$ cat src/rtl/union_unpack_pkg.sv
// ---------------------------------------------------------------------------
// union_unpack_pkg
// Shared types for the union word unpacker:
//   word_u         - one 32-bit packed union: raw, byte-lane and field views
//   state_e        - unpacker state encoding (CHECK only when checksum build)
//   BYTES_PER_WORD - data bytes per assembled word
//   xor_bytes()    - XOR of the four data byte lanes (checksum reference)
// Optional feature macro: UNION_UNPACK_CHKSUM_EN (adds the CHECK state).
// ---------------------------------------------------------------------------
package union_unpack_pkg;

    localparam int unsigned BYTES_PER_WORD = 4;

    typedef struct packed {
        logic [3:0]  opcode;
        logic [11:0] addr;
        logic [15:0] data;
    } fields_t;

    typedef union packed {
        logic [31:0]     raw;
        logic [3:0][7:0] bytes;
        fields_t         fields;
    } word_u;

    typedef enum logic [1:0] {
        ST_COLLECT = 2'd0,
`ifdef UNION_UNPACK_CHKSUM_EN
        ST_CHECK   = 2'd2,
`endif
        ST_HOLD    = 2'd1
    } state_e;

    // Checksum reference: XOR across all four byte lanes.
    function automatic logic [7:0] xor_bytes(input word_u w);
        xor_bytes = w.bytes[3] ^ w.bytes[2] ^ w.bytes[1] ^ w.bytes[0];
    endfunction

endpackage

$ cat src/rtl/union_idle_timer.sv
// ---------------------------------------------------------------------------
// union_idle_timer
// Counts idle cycles between bytes of a partial word.
//   clk, rst_n - clock, asynchronous active-low reset
//   clear      - restart the count (a byte was accepted)
//   count_en   - this cycle is an idle cycle inside a partial word
//   expired    - this idle cycle is the TIMEOUT_CYCLES-th in a row
// TIMEOUT_CYCLES = 0 disables the timer (expired never asserts).
// ---------------------------------------------------------------------------
module union_idle_timer #(
    parameter int unsigned TIMEOUT_CYCLES = 0
) (
    input  logic clk,
    input  logic rst_n,
    input  logic clear,
    input  logic count_en,
    output logic expired
);

    localparam logic        TIMER_ON = (TIMEOUT_CYCLES != 0);
    localparam int unsigned CW       = (TIMEOUT_CYCLES > 1) ? $clog2(TIMEOUT_CYCLES) : 1;
    // Count value held during the last allowed idle cycle.
    localparam logic [CW-1:0] LAST   = CW'((TIMEOUT_CYCLES == 0) ? 0 : TIMEOUT_CYCLES - 1);

    logic [CW-1:0] cnt_q;
    logic [CW-1:0] cnt_d;

    // Expiry is flagged during the idle cycle that completes the budget.
    assign expired = TIMER_ON && count_en && (cnt_q == LAST);

    // Next count: restart on clear or expiry, otherwise advance on idle cycles.
    always_comb begin
        cnt_d = cnt_q;
        if (clear || expired) begin
            cnt_d = CW'(0);
        end else if (TIMER_ON && count_en) begin
            cnt_d = cnt_q + CW'(1);
        end else begin
            cnt_d = cnt_q;
        end
    end

    // Idle count register.
    always_ff @(posedge clk or negedge rst_n) begin
        if (!rst_n) begin
            cnt_q <= CW'(0);
        end else begin
            cnt_q <= cnt_d;
        end
    end

endmodule

$ cat src/rtl/union_word_unpacker.sv
// ---------------------------------------------------------------------------
// union_word_unpacker
// Assembles MSB-first serial bytes into one packed-union word and presents it
// through raw and field views with a valid/ready handshake.
//   clk, rst_n                  - clock, asynchronous active-low reset
//   in_valid/in_ready/in_byte   - byte input handshake
//   out_valid/out_ready         - word output handshake
//   out_word                    - raw 32-bit view
//   out_opcode/out_addr/out_data- field view [31:28]/[27:16]/[15:0]
//   out_err                     - checksum mismatch (checksum build only)
//   drop                        - one-cycle pulse when a partial word times out
// Parameter TIMEOUT_CYCLES: idle cycles allowed inside a partial word (0=off).
// Optional feature macro: UNION_UNPACK_CHKSUM_EN - a fifth byte carrying the
// XOR of the four data bytes follows each word and sets out_err on mismatch.
// ---------------------------------------------------------------------------
module union_word_unpacker
    import union_unpack_pkg::*;
#(
    parameter int unsigned TIMEOUT_CYCLES = 0
) (
    input  logic        clk,
    input  logic        rst_n,
    input  logic        in_valid,
    output logic        in_ready,
    input  logic [7:0]  in_byte,
    output logic        out_valid,
    input  logic        out_ready,
    output logic [31:0] out_word,
    output logic [3:0]  out_opcode,
    output logic [11:0] out_addr,
    output logic [15:0] out_data,
    output logic        out_err,
    output logic        drop
);

    state_e     state_q, state_d;
    logic [1:0] idx_q, idx_d;
    word_u      word_q, word_d;
    logic       drop_q, drop_d;
    logic       err_q, err_d;
    logic       accept_s;
    logic       count_en_s;
    logic       expired_s;

    assign in_ready   = (state_q != ST_HOLD);
    assign out_valid  = (state_q == ST_HOLD);
    assign accept_s   = in_valid && in_ready;
    assign out_word   = word_q.raw;
    assign out_opcode = word_q.fields.opcode;
    assign out_addr   = word_q.fields.addr;
    assign out_data   = word_q.fields.data;
    assign drop       = drop_q;
`ifdef UNION_UNPACK_CHKSUM_EN
    assign out_err    = err_q;
`else
    assign out_err    = 1'b0;
`endif

    // Idle cycles only matter while a word is partially collected.
    always_comb begin
        count_en_s = 1'b0;
`ifdef UNION_UNPACK_CHKSUM_EN
        if (((idx_q != 2'd0) || (state_q == ST_CHECK)) && !in_valid) begin
`else
        if ((idx_q != 2'd0) && !in_valid) begin
`endif
            count_en_s = 1'b1;
        end else begin
            count_en_s = 1'b0;
        end
    end

    union_idle_timer #(
        .TIMEOUT_CYCLES (TIMEOUT_CYCLES)
    ) u_idle_timer (
        .clk      (clk),
        .rst_n    (rst_n),
        .clear    (accept_s),
        .count_en (count_en_s),
        .expired  (expired_s)
    );

    // Next-state, byte-lane write and status logic.
    always_comb begin
        state_d = state_q;
        idx_d   = idx_q;
        word_d  = word_q;
        err_d   = err_q;
        drop_d  = 1'b0;
        case (state_q)
            ST_COLLECT: begin
                if (accept_s) begin
                    // Byte k lands in lane 3-k so the first byte is the MSB.
                    word_d.bytes[2'd3 - idx_q] = in_byte;
                    if (idx_q == 2'(BYTES_PER_WORD - 1)) begin
                        idx_d = 2'd0;
                        err_d = 1'b0;
`ifdef UNION_UNPACK_CHKSUM_EN
                        state_d = ST_CHECK;
`else
                        state_d = ST_HOLD;
`endif
                    end else begin
                        idx_d = idx_q + 2'd1;
                    end
                end else if (expired_s) begin
                    drop_d = 1'b1;
                    idx_d  = 2'd0;
                end else begin
                    idx_d = idx_q;
                end
            end
`ifdef UNION_UNPACK_CHKSUM_EN
            ST_CHECK: begin
                if (accept_s) begin
                    err_d   = (in_byte != xor_bytes(word_q));
                    state_d = ST_HOLD;
                end else if (expired_s) begin
                    drop_d  = 1'b1;
                    idx_d   = 2'd0;
                    state_d = ST_COLLECT;
                end else begin
                    state_d = ST_CHECK;
                end
            end
`endif
            ST_HOLD: begin
                if (out_ready) begin
                    state_d = ST_COLLECT;
                    idx_d   = 2'd0;
                    err_d   = 1'b0;
                end else begin
                    state_d = ST_HOLD;
                end
            end
            default: begin
                state_d = ST_COLLECT;
                idx_d   = 2'd0;
            end
        endcase
    end

    // State, index, word storage and status registers.
    always_ff @(posedge clk or negedge rst_n) begin
        if (!rst_n) begin
            state_q    <= ST_COLLECT;
            idx_q      <= 2'd0;
            word_q.raw <= 32'h0000_0000;
            drop_q     <= 1'b0;
            err_q      <= 1'b0;
        end else begin
            state_q <= state_d;
            idx_q   <= idx_d;
            word_q  <= word_d;
            drop_q  <= drop_d;
            err_q   <= err_d;
        end
    end

endmodule

$ cat config.mk
export PLATFORM = sky130hd
export DESIGN_NAME = union_word_unpacker
export DESIGN_NICKNAME = d
export VERILOG_FILES = /design/src/rtl/union_unpack_pkg.sv /design/src/rtl/union_idle_timer.sv /design/src/rtl/union_word_unpacker.sv
export SDC_FILE = /design/constraint.sdc
export NUM_CORES = 1
export LEC_CHECK = 0
export CORE_MARGIN = 4
export CORE_UTILIZATION = 40
export DETAILED_ROUTE_END_ITERATION = 12
export GPL_TIMING_DRIVEN = 1
export PLACE_DENSITY = 0.79
export SKIP_LAST_GASP = 1
export SLEW_MARGIN = 20
export SYNTH_ARGS = -nofsm -noshare
export SYNTH_HDL_FRONTEND = slang
export SYNTH_SLANG_ARGS = --single-unit
$ cat constraint.sdc
create_clock -name clk -period 3.6 [get_ports clk]
set_input_delay 0.72 -clock clk [delete_from_list [all_inputs] [get_ports clk]]
set_output_delay 0.72 -clock clk [all_outputs]
set_load 0.03 [all_outputs]
**After elaboration in Yosys (flattened, before gate mapping)**

Index checks and enable logic that the tools add are counted.

- Order comparisons: 2
- Eq/ne operators: 6
- Muxes and demuxes: 11
- $add $sub $neg: 2
- Reduce and logical (&&, ||, !) cells: 6

Operator list:

| operator | number |
|---|---|
| bitwise mux 32 bit | 1 |
| demux 8 bit (select 2 bit) | 1 |
| two-way mux 2 bit | 5 |
| two-way mux 8 bit | 1 |
| one-hot mux 2 bit (2 select lines) | 2 |
| AND reduction 2 bit | 3 |
| inequality test 2 x 1 -> 1 bit, second input constant | 2 |
| inequality test 2 bit, second input constant | 2 |
| < comparator 2 x 3 -> 1 bit, second input constant | 1 |
| adder 2 x 1 -> 2 bit, second input constant | 1 |
| equality test 2 x 1 -> 1 bit, second input constant | 1 |
| equality test 2 bit, second input constant | 1 |
| greater-or-equal comparator 2 x 1 -> 1 bit, second input constant | 1 |
| logical AND 1 bit | 2 |
| zero test 2 bit | 1 |
| subtractor 2 bit, first input constant | 1 |
| two-way mux 1 bit | 1 |

- Output and inout bits: 68
- Word-level logic and storage cells: 30
- Flip-flop bits (word level): 36
- Input port bits: 12

**Logic depth before layout (Yosys ltp)**

Gate-level depths: netlist of the first run.

- Word-level depth: 6
- Depth in mapped cells: 4
- Gate-level depth less buffers: 4

**Hierarchy**

From an unflattened synthesis of the first run, not the netlist that was laid out.

- Cell total of the unflattened synthesis: 127
- Area total of the unflattened synthesis: 1,761.7 um2

Modules (own cells, without submodules):

| module | times used | area an instance (um2) | cells an instance | sequential area each (um2) |
|---|---|---|---|---|
| union_word_unpacker | 1 | 1,750.4 | 125 | 900.9 |
| union_idle_timer | 1 | 11.3 | 2 | 0.0 |

**Least setup slack after synthesis of the first run**

No wires, ideal clock.

- Path type: reg2out
- From: register state_q[0]
- To: output in_ready
- Cell stages (with the launch flop): 2
- Arrival: 0.862 ns
- Setup slack: 2.018 ns
- Required time: 2.880 ns
- Buffers on the path: 0
- Path through: dfrtp_1 > inv_1

- Longest elaborated chain between the ends: 1

Ends and longest elaborated chain:

| element | RTL line | source |
|---|---|---|
| start, declared | union_word_unpacker.sv:36 | `state_e state_q, state_d;` |
| start signal, assigned | union_word_unpacker.sv:152 | `state_q <= state_d;` |
| inequality test 2 x 1 -> 1 bit | union_word_unpacker.sv:45 | `assign in_ready = (state_q != ST_HOLD);` |
| end, declared | union_word_unpacker.sv:24 | `output logic in_ready,` |

Every way passes these cells.

**Final worst setup path of the first run**

Ends and elaborated chain as after synthesis.

==> impl_metrics.env, run 1 <==
export IMPL_worstPathMaxFanout=10
export IMPL_ant_nets=0
export IMPL_synth_area_sq_um=1690
export IMPL_max_stage_delay_ns=0.67
export IMPL_r2r_setup_slack_ns=2.18
export IMPL_seq_area_frac_synth=0.517
export IMPL_nFillCells=341
export IMPL_hold_path_endpoint="out_word[14]$_DFFE_PN0P_"
export IMPL_port_buffer_count=77
export IMPL_root_buffer="clkbuf_8"
export IMPL_start_util=0.418
export IMPL_cp_data_required_time_ns=2.88
export IMPL_ys_top_cells_by_area="dfrtp_1, mux2_2, buf_4"
export IMPL_htreeDepth=2
export IMPL_syn_avg_cell_area_sq_um=14.0
export IMPL_synth_compound_area_frac=0.00960
export IMPL_wl_mm=3.79
export IMPL_r2r_end="out_word[12]$_DFFE_PN0P_"
export IMPL_grt_pass1_wl_mm=5.99
export IMPL_die_w_um=73.1
export IMPL_grt_usage=0.151
export IMPL_dpl_hpwl_mm=2.90
export IMPL_hold_violations=0
export IMPL_rsz0062_at_grt="no"
export IMPL_fmax_mhz=441
export IMPL_cts_tree="done"
export IMPL_hold_depth=1
export IMPL_grt_ovfl_total=0
export IMPL_routed_via_count=1044
export IMPL_ys_seq_elements=35
export IMPL_finalCriticalPeriod_ns=2.27
export IMPL_synth_xor_area_share=0.00517
export IMPL_timing_max_cap_violations=0
export IMPL_wire_per_inst_um=17.0
export IMPL_min_from="out_word[14]$_DFFE_PN0P_"
export IMPL_n_antenna_cell=0
export IMPL_setup_violations=0
export IMPL_dieArea_sq_um=5340
export IMPL_crit_chain="inv_1, clkdlybuf4s50_1"
export IMPL_yosys_area_share_adder=0.0295
export IMPL_synth_mux_area_frac=0.219
export IMPL_slew_viol_final=0
export IMPL_cts_buffers=5
export IMPL_hold_class="reg -> reg"
export IMPL_r2r_start="idx_q[0]$_DFFE_PN0P_"
export IMPL_startpoint="state_q[0]$_DFFE_PN0P_"
export IMPL_ios=80
export IMPL_synth_top_family_by_area="multiplexers"
export IMPL_detail_route_iter0_violations=16
export IMPL_synth_warnings=0
export IMPL_final_nets=188
export IMPL_start_kind="flip-flop"
export IMPL_yosys_area_top_type_share=0.517
export IMPL_firstDrtPassIters=4
export IMPL_antenna_found_initial=0
export IMPL_num_rows=23
export IMPL_synth_cells=121
export IMPL_cp_slowest_cell="clkdlybuf4s50_1"
export IMPL_clock_skew_ns=0.00778
export IMPL_yosysTopAreaCell="dfrtp_1"
export IMPL_place_gp_congestion=0.680
export IMPL_path_clk_slew_ns=0.07
export IMPL_syn_to_final_growth_pct=38.9
export IMPL_cts_num_sinks=35
export IMPL_drc=0
export IMPL_rr_worst_depth=4
export IMPL_grt_max_degree=36
export IMPL_drive_above_1_share=0.249
export IMPL_cts_setup_buffers=0
export IMPL_fin_crit_sh=0.630
export IMPL_holdBufCountCts=0
export IMPL_ctsLongestPathBuffers=2
export IMPL_die_h_um=73.1
export IMPL_core_sq_um=4060
export IMPL_endpoint_kind="output pin"
export IMPL_arrival_ns=1.55
export IMPL_finalSetupTns_ns=0
export IMPL_status="complete, no violations"
export IMPL_viasPerCell=4.68
export IMPL_crit_type="reg -> out"
export IMPL_grt_pass1_vias=1190
export IMPL_yosys_area_share_simple=0.0539
export IMPL_ctsResizeCount=0
export IMPL_clkLatencyLatePin_ns=0.28
export IMPL_synth_distinct_cells=14
==> state kept, by name (all words and copies together) (netlist names) <==
signal    count
out_word     32
idx_q         2
state_q       1
==> metrics by stage <==
| step | utilization | instance area, sq um | instances | setup slack [ns] | hold slack [ns] |
|---|---|---|---|---|---|
| 2_1_floorplan | - | 1700 | 122 | 2.02 | 0.424 |
| 5_1_grt | 0.580 | 2350 | 223 | 1.26 | 0.562 |
| 4_1_cts | 0.580 | 2350 | 223 | 1.32 | 0.547 |
| 6_report | 0.580 | 2350 | 223 | 1.33 | 0.541 |
| 3_3_place_gp | 0.560 | 2270 | 215 | 1.40 | 0.511 |
| 3_5_place_dp | 0.560 | 2270 | 215 | 1.38 | 0.515 |
==> placed cells by master, fill, tap and decap left out, types with 2 or more instances in the layout <==
cell              n
clkdlybuf4s50_1  77
dfrtp_1          35
mux2_2           32
clkbuf_8          5
nand3b_4          4
ha_1              4
inv_1             3
o21ai_0           2
conb_1            2
clkbuf_1          2
==> synth_stat cells <==
| cell | number |
|---|---|
| nand3b_4 | 4 |
| dfrtp_1 | 35 |
| ha_1 | 4 |
| nand3b_1 | 1 |
| mux2_2 | 32 |
| o22ai_1 | 1 |
| mux2i_1 | 1 |
| nand2_1 | 1 |
| buf_4 | 34 |
| inv_1 | 3 |
| buf_6 | 1 |
| conb_1 | 1 |
| o21ai_0 | 2 |
| xnor2_1 | 1 |
==> area by class of cell <==
cell class / instances / area [sq um] / share of cell area
clock buffers: 7 / 76.3 / 0.0324
well taps: 50 / 62.6 / 0.0266
multi-input cells: 49 / 544 / 0.231
repair buffers: 78 / 778 / 0.331
inverters: 3 / 11.3 / 0.00478
flip-flops and latches: 35 / 876 / 0.372
clock inverters: 1 / 5.00 / 0.00213
==> worst max-delay path by stage <==
stage / cells after the start / endpoint / slack (ns)
5_1_grt: 2 / in_ready / 1.26
6_report: 2 / in_ready / 1.33
2_1_floorplan: 1 / in_ready / 2.02
3_3_place_gp: 3 / out_word[3]$_DFFE_PN0P_ / 1.40
3_5_place_dp: 3 / out_word[1]$_DFFE_PN0P_ / 1.38
4_1_cts: 2 / in_ready / 1.32
==> cells by family after synthesis <==
kind of cell / count (synthesis)
compound gates: 3
xor+xnor: 1
fa+ha+maj: 4
buf+inv: 38
flops: 35
mux: 33
other cells: 1
simple gates: 6
==> layer usage <==
metal | up-vias | global-route usage | routed length [um]
li1 | 470 | - | -
met1 | 519 | 0.179 | 1470
met3 | 6 | 0.0468 | 205
met5 | - | 0 | 0
met2 | 49 | 0.263 | 2060
met4 | 0 | 0.0369 | 44
==> worst max-delay path, delay by kind of cell (launching register included) <==
family / cells / cell delay (ns)
DFF: 1 / 0.48
buffers and inverters: 2 / 0.78
Power of run 1 is left out: the tool's default activity adds up to more than one toggle a clock period on the data nets, which glitch-free logic cannot reach.
==> run 2, diff against run 1 <==
==> constraint.sdc (replaced) <==
create_clock -name clk -period 2.2 [get_ports clk]
set_input_delay 0.44 -clock clk [delete_from_list [all_inputs] [get_ports clk]]
set_output_delay 0.44 -clock clk [all_outputs]
set_load 0.03 [all_outputs]
==> run 2 against run 1 <==
Design area rose by 0.32%. Wire length shrank 4.4%. Via count is 2.5% higher. Die area unchanged. Cell count grew 0.45%. Worst setup slack got worse by 1.1 ns. Count of clock-buffer cells in the layout stayed put. Sequential cell count stayed put. Largest cell class unchanged.
==> impl_metrics.env, run 2 (synthesis gave the netlist of run 1 again) <==
export IMPL_crit_type="reg -> out"
export IMPL_nFillCells=319
export IMPL_path_clk_slew_ns=0.07
export IMPL_final_cell_area_sq_um=2360
export IMPL_arrival_ns=1.54
export IMPL_min_from="out_word[14]$_DFFE_PN0P_"
export IMPL_cts_tree="done"
export IMPL_antenna_found_initial=0
export IMPL_max_stage_delay_ns=0.67
export IMPL_routed_via_count=1070
export IMPL_core_sq_um=4060
export IMPL_fin_crit_sh=0.901
export IMPL_rr_worst_depth=4
export IMPL_slew_viol_final=0
export IMPL_setup_violations=0
export IMPL_cts_num_sinks=35
export IMPL_finalCriticalPeriod_ns=1.98
export IMPL_grt_max_degree=36
export IMPL_cp_top_family="buffers and inverters"
export IMPL_r2r_end="out_word[12]$_DFFE_PN0P_"
export IMPL_grt_pass1_wl_mm=5.74
export IMPL_num_rows=23
export IMPL_drc=0
export IMPL_drive_above_1_share=0.253
export IMPL_final_cell_count_no_fill=224
export IMPL_endpoint_kind="output pin"
export IMPL_cts_buffers=5
export IMPL_hold_depth=1
export IMPL_cp_slowest_cell="clkdlybuf4s50_1"
export IMPL_layout_commonest_cell="clkdlybuf4s50_1"
export IMPL_wl_mm=3.62
export IMPL_status="complete, no violations"
export IMPL_grt_pass1_vias=1179
export IMPL_ctsLongestPathBuffers=2
export IMPL_port_buffer_count=77
export IMPL_firstDrtPassIters=4
export IMPL_detail_route_iter0_violations=12
export IMPL_dp_cells=216
export IMPL_hold_violations=0
export IMPL_dpl_cell_area_sq_um=2280
export IMPL_finalSetupTns_ns=0
export IMPL_die_w_um=73.1
export IMPL_rsz0062_at_grt="no"
export IMPL_cts_setup_buffers=0
export IMPL_grt_ovfl_total=0
export IMPL_largest_reg_flops=32
export IMPL_ctsResizeCount=0
export IMPL_ant_nets=0
export IMPL_clock_skew_ns=0.00992
export IMPL_crit_chain="inv_1, clkdlybuf4s50_1"
export IMPL_grt_usage=0.142
export IMPL_critPathBufInv=2
export IMPL_dieArea_sq_um=5340
export IMPL_syn_to_final_growth_pct=39.4
export IMPL_start_util=0.418
export IMPL_cp_data_required_time_ns=1.76
export IMPL_hold_class="reg -> reg"
export IMPL_r2r_start="idx_q[0]$_DFFE_PN0P_"
export IMPL_htreeDepth=2
export IMPL_root_buffer="clkbuf_8"
export IMPL_r2r_setup_slack_ns=0.79
export IMPL_holdBufCountCts=0
export IMPL_fin_util=0.582
export IMPL_wire_per_inst_um=16.2
export IMPL_worstPathMaxFanout=10
export IMPL_die_h_um=73.1
export IMPL_timing_max_cap_violations=0
export IMPL_place_gp_congestion=0.683
export IMPL_n_antenna_cell=0
export IMPL_dpl_hpwl_mm=2.80
export IMPL_hold_path_endpoint="out_word[14]$_DFFE_PN0P_"
export IMPL_ios=80
export IMPL_viasPerCell=4.78
export IMPL_clkLatencyLatePin_ns=0.28
export IMPL_final_nets=189
export IMPL_fmax_mhz=505
export IMPL_start_kind="flip-flop"
export IMPL_layout_common_cells="clkdlybuf4s50_1, dfrtp_1, mux2_2, clkbuf_8"
## run 2: cell count changes in the layout (fill, tap and decap cells not counted)
cell,change
buf_4,+1
## run 2: area by class of cell
class / instances / area, sq um / share of cell area
clock inverter: 1 / 5.00 / 0.00212
inverter: 3 / 11.3 / 0.00477
timing repair buffer: 79 / 786 / 0.333
tap: 50 / 62.6 / 0.0265
multi-input combinational: 49 / 544 / 0.231
clock buffer: 7 / 76.3 / 0.0323
sequential: 35 / 876 / 0.371
## run 2: worst max-delay path by stage
stage | from | cells past startpoint | end | slack (ns)
after floorplan | state_q[0]$_DFFE_PN0P_ | 2 | out_word[0]$_DFFE_PN0P_ | 0.87
after global placement | in_valid | 3 | out_word[3]$_DFFE_PN0P_ | 0.35
final | state_q[0]$_DFFE_PN0P_ | 2 | in_ready | 0.22
after detailed placement | in_valid | 3 | out_word[6]$_DFFE_PN0P_ | 0.32
after global routing | state_q[0]$_DFFE_PN0P_ | 2 | in_ready | 0.13
after CTS | state_q[0]$_DFFE_PN0P_ | 2 | in_ready | 0.21
## run 2: through the flow
| stage | hold WS [ns] | worst slack, ns |
|---|---|---|
| final | 0.534 | 0.218 |
| after global routing | 0.561 | 0.132 |
| after CTS | 0.541 | 0.206 |
| after detailed placement | 0.519 | 0.321 |
| after global placement | 0.511 | 0.347 |
| after floorplan | 0.144 | 0.871 |
## run 2: per-layer routing
layer	wire, um	share of wire	GRT usage	vias up
met1	1420	0.39	0.171	534
met4	41	0.011	0.0430	0
met5	0	0	0	-
met2	1930	0.53	0.247	53
li1	-	-	-	476
met3	227	0.063	0.0372	7
Power of run 2 is left out for the same reason.
